<file path="config.mk">
export PLATFORM = sky130hd
export DESIGN_NAME = bcd_a_binario
export DESIGN_NICKNAME = d
export VERILOG_FILES = /design/src/rtl/bcd_a_binario.sv
export SDC_FILE = /design/constraint.sdc
export NUM_CORES = 1
export LEC_CHECK = 0
export ABC_AREA = 1
export ABC_CLOCK_PERIOD_IN_PS = 1150
export BUFFER_PORTS_ARGS = -buffer_cell sky130_fd_sc_hd__buf_4
export CORE_MARGIN = 2
export CORE_UTILIZATION = 43
export DETAILED_ROUTE_END_ITERATION = 10
export PLACE_DENSITY = 0.66
export REMOVE_ABC_BUFFERS = 1
export SYNTH_ARGS = -nofsm -noshare
export SYNTH_HDL_FRONTEND = slang
export SYNTH_SLANG_ARGS = --single-unit
</file>
<file path="constraint.sdc">
create_clock -name clk -period 1.15 [get_ports clk]
set_input_delay 0.23 -clock clk [delete_from_list [all_inputs] [get_ports clk]]
set_output_delay 0.23 -clock clk [all_outputs]
set_load 0.02 [all_outputs]
</file>
<file path="src/rtl/bcd_a_binario.sv">
// Sequential packed-BCD to unsigned binary converter (reverse double-dabble, one bit per clock).
// Define BCD_VALIDATE_EN to reject digits > 9 up front (err output, IDLE->DONE fast path).
module bcd_a_binario #(
  parameter int DIGITS = 2,
  parameter int BIN_W  = 7
) (
  input  logic                  clk,
  input  logic                  rst_n,
  input  logic                  start,
  input  logic [4*DIGITS-1:0]   bcd_in,
  output logic [BIN_W-1:0]      bin_out,
  output logic                  busy,
  output logic                  done,
  output logic                  err
);

  localparam int BCD_W = 4 * DIGITS;
  localparam int SR_W  = BCD_W + BIN_W;
  localparam int CNT_W = $clog2(BIN_W + 1);

  typedef enum logic [1:0] {
    IDLE,
    CONV,
    DONE
  } state_t;

  state_t            state;
  state_t            state_nxt;
  logic [SR_W-1:0]   sr;
  logic [SR_W-1:0]   sr_shift;
  logic [CNT_W-1:0]  cnt;
  logic              last_iter;
  logic              bad_digit;

  assign last_iter = (cnt == CNT_W'(BIN_W - 1));

  // One iteration: shift {bcd, bin} right, then pull any BCD digit >= 8 back by 3.
  always_comb begin
    sr_shift = sr >> 1;
    for (int d = 0; d < DIGITS; d++) begin
      if (sr_shift[BIN_W + 4*d +: 4] >= 4'd8)
        sr_shift[BIN_W + 4*d +: 4] = sr_shift[BIN_W + 4*d +: 4] - 4'd3;
    end
  end

`ifdef BCD_VALIDATE_EN
  always_comb begin
    bad_digit = 1'b0;
    for (int d = 0; d < DIGITS; d++) begin
      if (bcd_in[4*d +: 4] > 4'd9)
        bad_digit = 1'b1;
    end
  end

  always_ff @(posedge clk or negedge rst_n) begin
    if (!rst_n) begin
      err <= 1'b0;
    end else if (state == IDLE && start && bad_digit) begin
      err <= 1'b1;
    end else if (state == CONV && last_iter) begin
      err <= 1'b0;
    end
  end
`else
  assign bad_digit = 1'b0;
  assign err       = 1'b0;
`endif

  always_ff @(posedge clk or negedge rst_n) begin
    if (!rst_n) begin
      state <= IDLE;
    end else begin
      state <= state_nxt;
    end
  end

  always_comb begin
    state_nxt = state;
    busy      = 1'b0;
    done      = 1'b0;
    case (state)
      IDLE: begin
        if (start)
          state_nxt = bad_digit ? DONE : CONV;
      end
      CONV: begin
        busy = 1'b1;
        if (last_iter)
          state_nxt = DONE;
      end
      DONE: begin
        busy      = 1'b1;
        done      = 1'b1;
        state_nxt = IDLE;
      end
      default: state_nxt = IDLE;
    endcase
  end

  // bin_out holds between conversions; only a finished or rejected request updates it.
  always_ff @(posedge clk or negedge rst_n) begin
    if (!rst_n) begin
      sr      <= '0;
      cnt     <= '0;
      bin_out <= '0;
    end else begin
      case (state)
        IDLE: begin
          if (start) begin
            sr  <= {bcd_in, {BIN_W{1'b0}}};
            cnt <= '0;
            if (bad_digit)
              bin_out <= '0;
          end
        end
        CONV: begin
          sr  <= sr_shift;
          cnt <= cnt + CNT_W'(1);
          if (last_iter)
            bin_out <= sr_shift[BIN_W-1:0];
        end
        default: ;
      endcase
    end
  end

endmodule

</file>
Word-level counts from Yosys, hierarchy flattened
Index checks and enable logic that the tools add are counted.

Flip-flop bits (word level): 27. Bits of input ports: 11. Output and inout bits: 10. Logic and storage cells: 31.

Add/subtract/negate cells: 3. Order comparisons: 2. Equal/unequal tests: 5. Multiplexer cells: 11. Reductions and logical operators: 6.

Operators by type and width (number): one-hot mux 15 bit (2 select lines) (1); two-way mux 15 bit (1); two-way mux 4 bit (2); one-hot mux 3 bit (2 select lines) (1); AND reduction 2 bit (3); greater-or-equal comparator 3 x 4 -> 1 bit, second input constant (1); greater-or-equal comparator 4 bit, second input constant (1); two-way mux 2 bit (2); != test 2 bit, second input constant (2); one-hot mux 2 bit (2 select lines) (1); subtractor 3 x 2 -> 4 bit, second input constant (1); subtractor 4 x 2 -> 4 bit, second input constant (1); adder 3 x 1 -> 3 bit, second input constant (1); equality test 3 bit, second input constant (1); two-way mux 3 bit (1); equality test 2 x 1 -> 1 bit, second input constant (1); equality test 2 bit, second input constant (1); zero test 2 bit (1); two-way mux 1 bit (2); nonzero test 2 bit (1); OR reduction 2 bit (1).

Longest topological paths before layout
Gate-level depths: netlist of the first run.

Word-level depth: 3. Mapped depth: 9. Mapped depth without buffers: 9.

Worst setup path before layout of the first run
OpenSTA, ideal clock, no wires.

Kind: reg-to-reg. Start point: reg state[1]. End point: reg sr[10]. Setup time: 116 ps. Arrival time: 1126 ps. Data required time: 1034 ps. Path slack: -93 ps. Cell stages (with the launch flop): 10. Buffers on the path: 0. Period minus slack after synthesis: 1243 ps. Path through: dfrtp_1 inv_1 ha_1 inv_2 nand2_2 nand2_4 nand2_2 nand2_1 inv_1 nand2_1.

Word-level cells in the longest chain between the ends: 3. Elaborated cells on any way between the ends: 6. Those cells by class: 2 x eq/ne; 1 x mux; 3 x reduce/logical.

Ends and longest elaborated chain: from (decl) (line 27) `state_t state;`; from (signal assigned) (line 73) `state <= state_nxt;`; equality test 2 x 1 -> 1 bit or zero test 2 bit (tied branches) (line 107) `case (state)`; nonzero test 2 bit (no source line) or != test 2 bit (tied branches); AND reduction 2 bit (no source line); to (signal assigned) (line 110) `sr <= {bcd_in, {BIN_W{1'b0}}};`; to (signal assigned) (line 117) `sr <= sr_shift;`; to (decl) (line 29) `logic [SR_W-1:0] sr;`.

Several ways; a longest one is shown, not always the timed one. A chain may end at the register's enable or synchronous reset.

Final worst setup path of the first run
Start point: reg state[1]. End point: reg sr[13].

The elaborated chain is that of the path after synthesis.

==> run summary, run 1 <==
# DRC: 0
Top_reg_cell synth: dfrtp_1
Core box area: 2980 um2
R2r setup slk: -0.24 ns
Register area share after synthesis: 49.4%
Die width: 59.3 um
Worst vdd ir: 0.00185 V
Register bit total from synthesis: 26
Pins Over Slew Limit: 0
Dpl cells: 208
Crit-path leading delay family: flip-flops
CP Cell Sequence: inv_2 -> buf_4 -> ha_4 -> inv_4 -> buf_6 -> nand2_1 -> nand2_1 -> nand2_1 -> o21ai_1
Crit path buf inv count: 4
First-pass GRT wire length: 4840 um
Critical R2R Launch: state[1]
Most frequent cell after synthesis: nand2_1
NumNets Final: 209
Die Height: 59.3 um
Worst setup startpoint: state[1]
Design Power: 0.00481 W
PwrDens: 2550 nW/um2
Async SR Flop Fraction: 100%
Levels on crit path: 9
Die area: 3520 um2
Leak: 0.926 nW
Synth Cell Area: 1320 um2
CTS Buffer Depth: 2
Cells after Synth: 150
Status: finished, violations left
CTS tree: yes
Yosys top cell by area: dfrtp_1
Clock root buffer: clkbuf_4
Hold slack: 0.125 ns
Worst EP required: 1.37 ns
Top cell type's share of synthesized area: 49.4%
I/O Pins: 21
Area growth syn-to-layout: 43.4%
Finished Layout Cells: 222
Final Skew: 0.000910 ns
Row count: 20
Fin. Hold Viols: 0
Critical Path Source Type: flip-flop
CP most frequent cell: nand2_1
Layout cell share with drive strength beyond 1: 41.3%
RSZ-0062 raised after global routing: yes
DP Wirelength: 1740 um
Antenna cells: 0
Initial antenna violation count: 0
Highest net fanout along the worst path: 7
Min-delay worst type: input port to flip-flop
Later-pin clock latency in the skew report: 0.32 ns
Final worst setup slack: -0.243 ns
# clock sinks: 26
Vias post-DR: 1147
Final setup fails: 28
Tot GR Track Use: 18.3%
Placer Congestion: 0.785
Num CTS Buffers: 3
DR pass1 iterations: 4
Vias per std cell: 5.17
Routed WL: 2950 um
Critical Path AT: 1.62 ns
Largest net degree at the start of global routing: 27
Final period utilization: 121%
CP endpoint: sr[13]
Worst R2R End: sr[13]
Avg Synthesized Cell Area: 8.78 um2
Worst setup EP type: flip-flop
Synth top area cells: dfrtp_1 49%, nand2_1 14%, ha_1 6.7%
Final ANT Viol Nets: 0
I/O Buffers: 19
Slowest cell on crit path: dfrtp_1
Fill count: 235
Per-cell routed wire length: 13.3 um
FMAX: 718 MHz
Fin crit period: 1.39 ns
Initial Utilization: 44.2%
Number of global-route vias before repair: 1087
Post-placement setup slack: -0.211 ns
R2R cell count: 9
Slowest cell delay on critical path: 0.43 ns
Syn. warnings: 0
Final core utilization: 63.4%
Congestion Overflow GR: 0
Synth cell types: 22
Iter 0 DRT Violations: 58
H-tree depth: 1
Number of synthesized flops with an enable pin: 0
MaxCap Viol Count: 0
Commonest cells in the synthesized netlist: 50 x nand2_1, 26 x dfrtp_1, 19 x inv_1
Failing checks: setup timing
CP Class: flip-flop to flip-flop
Clk pin slew, worst setup/hold paths: 0.14 ns
[registers in the layout, indices dropped and copies added, names as in the netlist]
register	cells
bin_out	7
state	2
sr	14
cnt	3
[final cells by class]
type | instances | area, um2 | share of cell area (%)
tap | 33 | 41.3 | 2.19
timing repair buffer | 36 | 334 | 17.7
clock buffer | 3 | 22.5 | 1.19
inverter | 20 | 80.1 | 4.24
multi-input combinational | 104 | 759 | 40.2
sequential | 26 | 651 | 34.5
[what timing repair did]
item | in CTS | in global routing
buffers inserted | 2 | 3
endpoints found under the setup margin | 28 | 33
pin swaps | 9 | 5
hold buffers | 1 | 0
gates resized for setup | 39 | 14
endpoints found under the hold margin | 26 | 0
cloned | 5 | 0
[metrics by stage]
stage	instance area, um2	setup TNS [ns]
after floorplan	1270	-5.64
after global placement	1540	-2.70
after detailed placement	1540	-3.68
after CTS	1790	-4.69
after global routing	1890	-7.22
final	1890	-5.33
[tightest hold or removal path, cell delays in order]
cell and delay (ns):
buf_4 0.08, nand3_1 0.06, nand2_1 0.06
[where the power goes]
group | internal, W | switching (W)
Combinational | 0.00130 | 0.00173
Sequential | 0.00120 | 0.000189
Clock | 0.000123 | 0.000271
[layer usage]
| layer | global-route usage (%) | vias to the layer above | part of all wire (%) |
|---|---|---|---|
| li1 | - | 561 | - |
| met1 | 23.0 | 538 | 42 |
| met2 | 30.5 | 42 | 51 |
| met3 | 4.37 | 6 | 5.7 |
| met4 | 6.49 | 0 | 1.5 |
| met5 | 0 | - | 0 |
[cells in the final DEF, fill, tap and decap left out]
cell           instances
nand2_8                5
dfrtp_1               26
buf_6                 13
inv_2                  2
nand2_2                4
nor2_1                 3
o21ai_0                1
a21oi_1                1
a21oi_2                1
o211ai_1               1
inv_1                 16
nand4_1                1
ha_1                   4
clkbuf_4               3
nand2_4                6
nand3_1                6
o22ai_2                5
nand3_2                2
o21ai_2                9
nand2_1               44
dlygate4sd3_1          1
conb_1                 1
buf_12                 1
o22ai_1                1
o21ai_1                5
buf_4                 21
inv_4                  2
nor2_2                 1
ha_4                   3
[logic make-up (layout without fill, tap and decap cells)]
logic type	count (synthesis)	in the layout	share of synthesized area (%)
DFF	26	26	49.4
and+or+nand+nor	68	72	22.6
AOI/OAI and AO/OA	24	24	11.9
buffers and inverters	24	59	9.13
other	1	1	0.285
adders and majority gates	7	7	6.65
[worst min path at each step]
stage / start / cells after the start / slack (ns) / end
6_report: bcd_in[7] / 3 / 0.13 / sr[14]
5_1_grt: bcd_in[7] / 3 / 0.13 / sr[14]
4_1_cts: bcd_in[7] / 3 / 0.14 / sr[14]
3_5_place_dp: rst_n / 1 / 0.16 / bin_out[2]
3_3_place_gp: rst_n / 1 / 0.16 / bin_out[1]
2_1_floorplan: rst_n / 0 / -0.07 / bin_out[0]
Power figures use the tool's default switching activity.
==> inputs of run 2 (changes only) <==
==> constraint.sdc (replaced) <==
create_clock -name clk -period 1.15 [get_ports clk]
set_input_delay 0.115 -clock clk [delete_from_list [all_inputs] [get_ports clk]]
set_output_delay 0.115 -clock clk [all_outputs]
set_load 0.02 [all_outputs]
==> run 2 against run 1 <==
- highest routed layer unchanged
- sequential power about the same
- the run still ends with setup timing left
- fmax grew 8.2%
- combinational power fell by 6%
- register-to-register slack improved by 0.11 ns
- total power shrank 3.8%
- clock skew rose by 0.0011 ns
- worst setup slack improved by 0.11 ns
- largest power group unchanged
- first-iteration DRC count shrank 19%
- non-clock buffer count decreased by 3
- clock-buffer cell count did not move
- sequential share of layout area increased by 1.3 points
- clock power down 3%
==> run summary, run 2 (synthesis gave the netlist of run 1 again) <==
H-tree depth: 1 (unchanged)
Congestion Overflow GR: 0 (unchanged)
CP endpoint: busy
Fill count: 252 (+7.2%)
Largest net degree at the start of global routing: 27 (unchanged)
Per-cell routed wire length: 13.1 um (-1.8%)
Pins Over Slew Limit: 0 (unchanged)
Die Height: 59.3 um (unchanged)
Layout cell share with drive strength beyond 1: 42.2% (+0.89 points)
Initial antenna violation count: 0 (unchanged)
Finished Layout Cells: 218 (-1.8%)
Core box area: 2980 um2 (unchanged)
First-pass GRT wire length: 4540 um (-6.3%)
Initial Utilization: 44.2% (unchanged)
# DRC: 0 (unchanged)
I/O Buffers: 19 (unchanged)
Failing checks: setup timing
Final setup fails: 28 (unchanged)
Status: finished, violations left
R2R cell count: 7 (-2)
I/O Pins: 21 (unchanged)
Largest reg by FF count: sr
Clock root buffer: clkbuf_4
FMAX: 777 MHz (+8.2%)
Num CTS Buffers: 3 (unchanged)
Vias post-DR: 1117 (-2.6%)
Area growth syn-to-layout: 38.4%
Clk pin slew, worst setup/hold paths: 0.14 ns (about the same)
Iter 0 DRT Violations: 47 (-19%)
Final worst setup slack: -0.138 ns (+0.105 ns)
Final period utilization: 112% (-9.2 points)
Worst setup startpoint: state[1]
MaxCap Viol Count: 0 (unchanged)
DP Wirelength: 1740 um (unchanged)
Critical Path Source Type: flip-flop
R2r setup slk: -0.13 ns (+0.11 ns)
Critical Path AT: 1.17 ns (-0.45 ns)
NumNets Final: 205 (-1.9%)
DR pass1 iterations: 4 (unchanged)
Slowest cell delay on critical path: 0.42 ns (about the same)
Highest net fanout along the worst path: 2 (-5)
Final Skew: 0.00197 ns (+0.00106 ns)
Largest regs: sr (14), bin_out (7), cnt (3)
Worst R2R End: state[0]
Die width: 59.3 um (unchanged)
Worst EP required: 1.03 ns (-0.34 ns)
Final ANT Viol Nets: 0 (unchanged)
CTS Buffer Depth: 2 (unchanged)
Vias per std cell: 5.12 (-0.83%)
Die area: 3520 um2 (unchanged)
Worst vdd ir: 0.00185 V (about the same)
CP Class: flip-flop to output pin
Min-delay worst type: input port to flip-flop
Slowest cell on crit path: dfrtp_1
Final core utilization: 61.2% (-2.2 points)
# clock sinks: 26 (unchanged)
CTS tree: yes
Worst setup EP type: output pin
Max reg flops: 14 (unchanged)
Number of global-route vias before repair: 1008 (-7.3%)
Row count: 20 (unchanged)
Fin. Hold Viols: 0 (unchanged)
CP Cell Sequence: inv_2 -> ha_4 -> buf_6
Routed WL: 2850 um (-3.5%)
Antenna cells: 0 (unchanged)
Critical R2R Launch: state[0]
Most common cell after layout, fill and taps aside: nand2_1
Placer Congestion: 0.785 (unchanged)
Leak: 0.898 nW (-3.0%)
PwrDens: 2540 nW/um2 (-0.30%)
Later-pin clock latency in the skew report: 0.31 ns (about the same)
Tot GR Track Use: 16.9% (-1.3 points)
Dpl cells: 208 (unchanged)
Most frequent cells in the layout: 39 x nand2_1, 26 x dfrtp_1, 23 x buf_4
Fin crit period: 1.29 ns (-0.105 ns)
RSZ-0062 raised after global routing: yes
[run 2: cell types whose count changed in the layout (fill, tap and decap cells not counted), moves of 2 or more]
cell | before | now
buf_4 | 21 | 23
buf_6 | 13 | 7
nand2_1 | 44 | 39
nand2_2 | 4 | 10
o22ai_1 | 1 | 3
o22ai_2 | 5 | 3
[run 2: where the power goes]
part / internal, W / leakage (nW) / total (W) / switching, W
registers: 0.00120 / 0.346 / 0.00139 / 0.000187
clock network: 0.000122 / 0.0138 / 0.000384 / 0.000261
logic: 0.00121 / 0.538 / 0.00285 / 0.00165
total: 0.00253 / 0.898 / 0.00463 / 0.00210
[run 2: layout make-up]
class                   count  area (um2)  share of cell area (%)
multi-input cells         103         738                    40.5
flip-flops and latches     26         651                    35.7
repair buffers             33         287                    15.7
inverters                  20        82.6                    4.53
well taps                  33        41.3                    2.27
clock buffers               3        22.5                    1.24
[run 2: metrics by stage]
step                hold WS [ns]  worst slack, ns  instance area (um2)  setup TNS, ns  total power [W]
detailed placement        0.0427           -0.211                 1540          -3.68          0.00328
floorplan                 -0.181           -0.335                 1270          -5.64          0.00262
finish                    0.0201           -0.138                 1820          -2.61          0.00463
CTS                       0.0216           -0.112                 1730          -1.74          0.00425
global placement          0.0401           -0.147                 1540          -2.70          0.00320
global route              0.0213           -0.203                 1820          -4.52          0.00500
[run 2: how the worst min path moves through the flow]
stage / cells after the start / slack (ns) / from / endpoint
floorplan: 0 / -0.18 / rst_n / bin_out[0]
global placement: 1 / 0.04 / rst_n / bin_out[1]
detailed placement: 1 / 0.04 / rst_n / bin_out[2]
CTS: 3 / 0.02 / bcd_in[7] / sr[14]
global route: 3 / 0.02 / bcd_in[7] / sr[14]
finish: 3 / 0.02 / bcd_in[7] / sr[14]
[run 2: timing repair]
action,CTS,global route
hold buffers,1,0
gates resized for setup,29,20
pin swaps,7,6
cloned,3,1
endpoints found under the hold margin,26,0
buffers inserted,1,1
endpoints found under the setup margin,28,28
[run 2: per-layer routing]
metal | global-route usage, % | vias up | part of all wire (%)
met5 | 0 | - | 0
met2 | 26.5 | 29 | 51
li1 | - | 550 | -
met3 | 2.84 | 9 | 4.0
met1 | 24.2 | 529 | 43
met4 | 4.55 | 0 | 2.0
[run 2: worst max-delay path: cells and delay by family (launching register included)]
kind,cells,cell delay (ns)
adders and majority gates,1,0.21
DFF,1,0.42
buffers and inverters,2,0.23
